File: src/rtl/merger_pkg.sv
// Shared width helpers for the merger leaf feeder.
// Widths depend on module parameters, so they are exposed as constant functions.
package merger_pkg;

  function automatic int entry_w(input int data_width);
    return 4 * data_width;
  endfunction

  function automatic int leaf_w(input int l);
    return $clog2(2 * l);
  endfunction

  function automatic int ptr_w(input int depth);
    return $clog2(depth) + 1;
  endfunction

endpackage

File: src/rtl/merger_leaf_feeder_if.sv
// Tagged input word stream feeding the leaf FIFOs.
// Holds the valid/ready handshake plus the destination leaf tag.
interface merger_leaf_feeder_if
  import merger_pkg::*;
#(
  parameter int L          = 2,
  parameter int DATA_WIDTH = 32
);
  localparam int EW = entry_w(DATA_WIDTH);
  localparam int LW = leaf_w(L);

  logic [EW-1:0] in_data;
  logic [LW-1:0] in_leaf;
  logic          in_valid;
  logic          in_ready;

  modport master (
    output in_data,
    output in_leaf,
    output in_valid,
    input  in_ready
  );

  modport slave (
    input  in_data,
    input  in_leaf,
    input  in_valid,
    output in_ready
  );
endinterface

File: src/rtl/merger_leaf_fifo.sv
// Single first-word-fall-through circular buffer for one merger leaf.
// Pointers carry one extra wrap bit to tell full from empty.
module merger_leaf_fifo
  import merger_pkg::*;
#(
  parameter  int DATA_WIDTH = 32,
  parameter  int DEPTH      = 4,
  localparam int EW         = entry_w(DATA_WIDTH),
  localparam int PW         = ptr_w(DEPTH),
  localparam int AW         = PW - 1
) (
  input  logic          clk,
  input  logic          rst_n,
  input  logic          push,
  input  logic          pop,
  input  logic [EW-1:0] wdata,
  output logic [EW-1:0] rdata,
  output logic          empty,
  output logic          full,
  output logic [PW-1:0] level,
  output logic          pop_err
);

  logic [EW-1:0] mem [DEPTH];
  logic [PW-1:0] wr_ptr;
  logic [PW-1:0] rd_ptr;
  logic          pop_ok;
  logic          push_ok;

  assign empty   = (wr_ptr == rd_ptr);
  assign full    = (wr_ptr[AW-1:0] == rd_ptr[AW-1:0])
                 & (wr_ptr[AW] != rd_ptr[AW]);
  assign level   = wr_ptr - rd_ptr;
  assign rdata   = mem[rd_ptr[AW-1:0]];
  assign pop_ok  = pop & ~empty;
  assign pop_err = pop & empty;
  // a full leaf may still take a write when its head leaves this cycle
  assign push_ok = push & (~full | pop_ok);

  always_ff @(posedge clk or negedge rst_n) begin
    if (!rst_n) begin
      wr_ptr <= '0;
      rd_ptr <= '0;
      for (int i = 0; i < DEPTH; i++) mem[i] <= '0;
    end else begin
      if (push_ok) begin
        mem[wr_ptr[AW-1:0]] <= wdata;
        wr_ptr <= wr_ptr + 1'b1;
      end
      if (pop_ok) rd_ptr <= rd_ptr + 1'b1;
    end
  end

endmodule

File: src/rtl/merger_leaf_feeder.sv
// Steers tagged input words into 2*L leaf FIFOs for the merger tree.
// Exposes packed head words, empties and levels; tracks sticky underflow.
module merger_leaf_feeder
  import merger_pkg::*;
#(
  parameter  int L          = 2,
  parameter  int DATA_WIDTH = 32,
  parameter  int DEPTH      = 4,
  localparam int NL         = 2 * L,
  localparam int EW         = entry_w(DATA_WIDTH),
  localparam int LW         = leaf_w(L),
  localparam int PW         = ptr_w(DEPTH)
) (
  input  logic               i_clk,
  input  logic               i_rst_n,
  merger_leaf_feeder_if.slave in_if,
  output logic [EW*NL-1:0]   o_fifo,
  output logic [NL-1:0]      o_fifo_empty,
  input  logic [NL-1:0]      i_fifo_read,
  output logic [NL*PW-1:0]   o_level,
  output logic               o_underflow
);

  logic [NL-1:0] full;
  logic [NL-1:0] push;
  logic [NL-1:0] pop_err;
  logic          ready;

  // out-of-range tags match no leaf and so are never ready
  always_comb begin
    ready = 1'b0;
    push  = '0;
    for (int k = 0; k < NL; k++) begin
      if (in_if.in_leaf == LW'(k)) begin
        ready = ~full[k] | i_fifo_read[k];
      end
    end
    for (int k = 0; k < NL; k++) begin
      push[k] = in_if.in_valid & ready
              & (in_if.in_leaf == LW'(k));
    end
  end

  assign in_if.in_ready = ready;

  for (genvar k = 0; k < NL; k++) begin : g_leaf
    merger_leaf_fifo #(
      .DATA_WIDTH (DATA_WIDTH),
      .DEPTH      (DEPTH)
    ) u_fifo (
      .clk     (i_clk),
      .rst_n   (i_rst_n),
      .push    (push[k]),
      .pop     (i_fifo_read[k]),
      .wdata   (in_if.in_data),
      .rdata   (o_fifo[k*EW +: EW]),
      .empty   (o_fifo_empty[k]),
      .full    (full[k]),
      .level   (o_level[k*PW +: PW]),
      .pop_err (pop_err[k])
    );
  end

  always_ff @(posedge i_clk or negedge i_rst_n) begin
    if (!i_rst_n) o_underflow <= 1'b0;
    else if (|pop_err) o_underflow <= 1'b1;
  end

endmodule

File: src/flat_wrapper.sv
// flat-port wrapper written by rule: the top's interface ports become plain ports
module merger_leaf_feeder_flat import merger_pkg::*;
#(
  parameter  int L          = 2,
  parameter  int DATA_WIDTH = 32,
  parameter  int DEPTH      = 4,
  localparam int NL         = 2 * L,
  localparam int EW         = entry_w(DATA_WIDTH),
  localparam int LW         = leaf_w(L),
  localparam int PW         = ptr_w(DEPTH)
)
  (i_clk, i_rst_n, o_fifo, o_fifo_empty, i_fifo_read, o_level, o_underflow, in_if_in_data, in_if_in_leaf, in_if_in_valid, in_if_in_ready);
  merger_leaf_feeder_if #(.L(L), .DATA_WIDTH(DATA_WIDTH)) in_if_i ();
  input  logic i_clk;
  input  logic i_rst_n;
  output logic [EW*NL-1:0] o_fifo;
  output logic [NL-1:0] o_fifo_empty;
  input  logic [NL-1:0] i_fifo_read;
  output logic [NL*PW-1:0] o_level;
  output logic o_underflow;
  input wire logic [$bits(in_if_i.in_data)-1:0] in_if_in_data;
  input wire logic [$bits(in_if_i.in_leaf)-1:0] in_if_in_leaf;
  input wire logic [$bits(in_if_i.in_valid)-1:0] in_if_in_valid;
  output wire logic [$bits(in_if_i.in_ready)-1:0] in_if_in_ready;
  assign in_if_i.in_data = in_if_in_data;
  assign in_if_i.in_leaf = in_if_in_leaf;
  assign in_if_i.in_valid = in_if_in_valid;
  assign in_if_in_ready = in_if_i.in_ready;
  merger_leaf_feeder #(.L(L), .DATA_WIDTH(DATA_WIDTH), .DEPTH(DEPTH)) u_core (.i_clk(i_clk), .i_rst_n(i_rst_n), .in_if(in_if_i), .o_fifo(o_fifo), .o_fifo_empty(o_fifo_empty), .i_fifo_read(i_fifo_read), .o_level(o_level), .o_underflow(o_underflow));
endmodule
File: config.mk
export PLATFORM = sky130hd
export DESIGN_NAME = merger_leaf_feeder_flat
export DESIGN_NICKNAME = d
export VERILOG_FILES = /design/src/rtl/merger_pkg.sv /design/src/rtl/merger_leaf_feeder_if.sv /design/src/rtl/merger_leaf_fifo.sv /design/src/rtl/merger_leaf_feeder.sv /design/src/flat_wrapper.sv
export SDC_FILE = /design/constraint.sdc
export NUM_CORES = 2
export LEC_CHECK = 0
export BUFFER_PORTS_ARGS = -buffer_cell sky130_fd_sc_hd__buf_4
export CORE_ASPECT_RATIO = 1.2
export CORE_UTILIZATION = 60
export DETAILED_ROUTE_END_ITERATION = 10
export PLACE_DENSITY = 0.85
export SYNTH_ARGS = -nofsm -noshare
export SYNTH_HDL_FRONTEND = slang
export SYNTH_SLANG_ARGS = --single-unit
File: constraint.sdc
create_clock -name i_clk -period 3.4 [get_ports i_clk]
set_input_delay 0.34 -clock i_clk [delete_from_list [all_inputs] [get_ports i_clk]]
set_output_delay 0.34 -clock i_clk [all_outputs]
set_load 0.005 [all_outputs]
==> reports/metrics.yaml <==
worst_setup_path:
  worstSetupStartpointType: "flop"
  cp.arrival_ns: 3.00
  worstPathCellList: "buf_4 -> buf_12 -> mux4_2 -> buf_4"
  critPathRequiredTime_ns: 3.06
  slowest_stage: "mux4_2"
  crit_buf_inv: 3
  cp_common_cell: "buf_4"
  criticalPathCategory: "flop to output pin"
  end_kind: "output pin"
  path_delay_family: "buffers and inverters"
  max_stage_delay_ns: 0.51
  crit_fanout: 65
flow_run:
  maxCapViolCount: 0
floorplan:
  dieArea_sq_um: 153000
  die_w_um: 357
  num_io_pins: 667
  die_h_um: 428
  core_sq_um: 150000
  initial_core_util_pct: 60.4
  rows: 156
global_routing:
  gr-total-overflow: 0
  track_usage_pct: 31.4
  antenna_found_initial: 3
  grt_first_pass_wirelength_mm: 357
  grt_max_degree: 124
  grt_pass1_vias: 56200
yosys:
  synth_top_family_by_area: "multiplexers"
  netlist_instances: 5270
  synth.distinct_cells: 36
  synth-xor-area-share_pct: 0.252
  synthSimpleGateAreaFrac_pct: 0.276
  syn_area_sq_um: 90800
  synth_fa_ha_area_share_pct: 0.474
  synth_compound_area_share_pct: 0.218
  muxShareOfSynthArea_pct: 38.2
  async_flop_share_pct: 100
  ys.flop_type: "dfrtp_1"
  ys_warn_count: 0
  syn-num-nets: 5439
  synth-seq-cells: 2073
  synth_edf_count: 0
  synth_area_per_cell_sq_um: 17.2
  ys_seq_area_share_pct: 57.1
power:
  p_int_uw: 76400
  p_per_area_nw_per_um2: 1060
  pwr-share-seq_pct: 38.3
  leakage_uw: 0.0462
  switchingPower_uw: 35700
  ir_drop_mv: 1.05
  combPwrFrac_pct: 41.8
  switching_share_pct: 31.8
  power.clock.fraction_pct: 19.9
detailed_routing:
  wl_mm: 236
  firstDrtPassIters: 5
  wl_per_cell_um: 29.3
  vias: 51100
  drc: 0
  vias_per_cell: 6.35
  drt_iter0_drc: 3629
  postRouteAntennaNets: 0
cells_and_area:
  syn2layout_area_growth_pct: 16.0
  final_common_cell: "dfrtp_1"
  final_cell_area_sq_um: 105000
  final_cell_mix: "2,065 x dfrtp_1, 2,049 x mux2_2, 712 x buf_4, 513 x mux4_2, 199 x clkbuf_16"
  nNetsFinal: 6082
  drive_above_1_share_pct: 60.8
timing:
  clock_skew_ns: 0.0361
  tns_ns: 0
  slew_violations: 0
  slew_headroom_pct: 44.6
  setup_viol: 0
  rsz0062_at_grt: "false"
  max_slew.worst_pin.slew_ns: 0.831
  fin_crit_sh_pct: 98.2
  hold_violations: 0
  period_minus_slack_ns: 3.34
  maxClockFrequency_mhz: 300
clocking:
  cts_buffers: 194
  clkTransAtPathRegs_ns: 0.06
  cts-root-buf: "clkbuf_16"
  clock_path_buffers: 3
  cts_tree: "yes"
  clk_latency_ns: 0.86
  htreeDepth: 4
  clkSinkCount: 2073
placed_design:
  place_hpwl_mm: 143
  dpl_cell_area_sq_um: 97300
  place_congestion: 0.793
  portBuffers: 666
run_status:
  outcome: "finished clean"
min_path:
  hp-class: "input pin to asynchronous set/reset pin"
timing repair:
item / in CTS / in global routing
endpoints found under the setup margin: 90 / 0
hold buffers: 137 / 0
buffers inserted: 1 / 0
hold endpoints to repair: 2151 / 0
gates resized for setup: 6 / 0
path summary, 6_finish.rpt:
| kind | endpoint | depth (start not counted) | slack [ns] | start |
|---|---|---|---|---|
| min in group i_clk | u_core.g_leaf[1].u_fifo.mem[135] | 3 | 0.41 | in_if_in_data[7] |
| max in group asynchronous | u_core.g_leaf[3].u_fifo.mem[358] | 3 | 1.95 | i_rst_n |
| worst max-delay path | o_fifo[220] | 4 | 0.06 | u_core.g_leaf[1].u_fifo.rd_ptr[1] |
| worst max register to register | u_core.g_leaf[3].u_fifo.mem[214] | 7 | 0.82 | u_core.g_leaf[3].u_fifo.wr_ptr[0] |
| worst min-delay path | u_core.g_leaf[0].u_fifo.mem[200] | 2 | 0.19 | i_rst_n |
| worst min register to register | u_core.g_leaf[1].u_fifo.mem[253] | 1 | 0.48 | u_core.g_leaf[1].u_fifo.mem[253] |
metal layers:
layer / GRT usage (%) / wire length, um / part of all wire, %
met5: 0 / 21 / 0.0089
met4: 12.1 / 8980 / 3.8
met3: 8.99 / 18900 / 8.0
met2: 49.6 / 114000 / 48
met1: 41.4 / 93500 / 40
metrics by stage:
| stage | total power (uW) | hold slack [ns] | std cells | setup slack, ns | util, % |
|---|---|---|---|---|---|
| 6_report | 112000 | 0.187 | 8045 | 0.0611 | 70.0 |
| 5_1_grt | 117000 | 0.214 | 8045 | 0.0198 | 70.0 |
| 4_1_cts | 112000 | 0.167 | 8044 | 0.0490 | 70.0 |
| 3_5_place_dp | 89300 | 0.419 | 7554 | 0.668 | 64.7 |
| 3_3_place_gp | 87100 | 0.405 | 7554 | 0.686 | 64.7 |
| 2_1_floorplan | 67700 | 0.0444 | 5270 | 0.663 | - |
power by group through the flow:
stage	registers (uW)	clock network (uW)	logic, uW
final	42900	22300	46800
after global routing	44200	23600	49300
after CTS	42700	22600	46900
after detailed placement	42900	0	46400
after global placement	41800	0	45300
after floorplan	40600	0	27000
synthesized netlist by cell type, drive strengths merged (2+ instances only):
library cell	count	area (sq um)
dfrtp	2073	51900
mux2	2056	23200
mux4	513	11600
buf	315	2430
clkbuf	165	619
ha	28	350
inv	23	86.3
xnor2	14	123
a21oi	13	80.1
xor2	10	106
nand2	9	33.8
nand4b	8	70.1
o21ai	8	40.0
fa	4	80.1
nand4	4	25.0
nor4bb	4	40.0
and3b	3	26.3
nor2	3	11.3
o211ai	3	22.5
a211oi	2	15.0
and3	2	12.5
nand3	2	10.0
registers in the layout, indices dropped and copies added, names as in the netlist:
register,count
u_core.o_underflow,1
u_core.g_leaf.u_fifo.wr_ptr,12
u_core.g_leaf.u_fifo.mem,2048
u_core.g_leaf.u_fifo.rd_ptr,12
kinds of logic (layout without fill, tap and decap cells):
group                    count (synthesis)  after routing
buffers and inverters                  503           1302
adder cells (fa/ha/maj)                 32             32
AO/OA/AOI/OAI                           31             31
flip-flops                            2073           2073
AND/OR/NAND/NOR                         38             38
XOR/XNOR                                24             24
multiplexers                          2569           2569
other                                    0              1
area by class of cell:
type	instances	area (sq um)
tap	1975	2470
clock buffer	302	5960
clock inverter	50	672
multi-input combinational	2694	36000
fill	9176	45200
timing repair buffer	927	8260
antenna	1	2.50
inverter	23	86.3
sequential	2073	51900
Note: power is estimated with default switching activity, not from simulation.
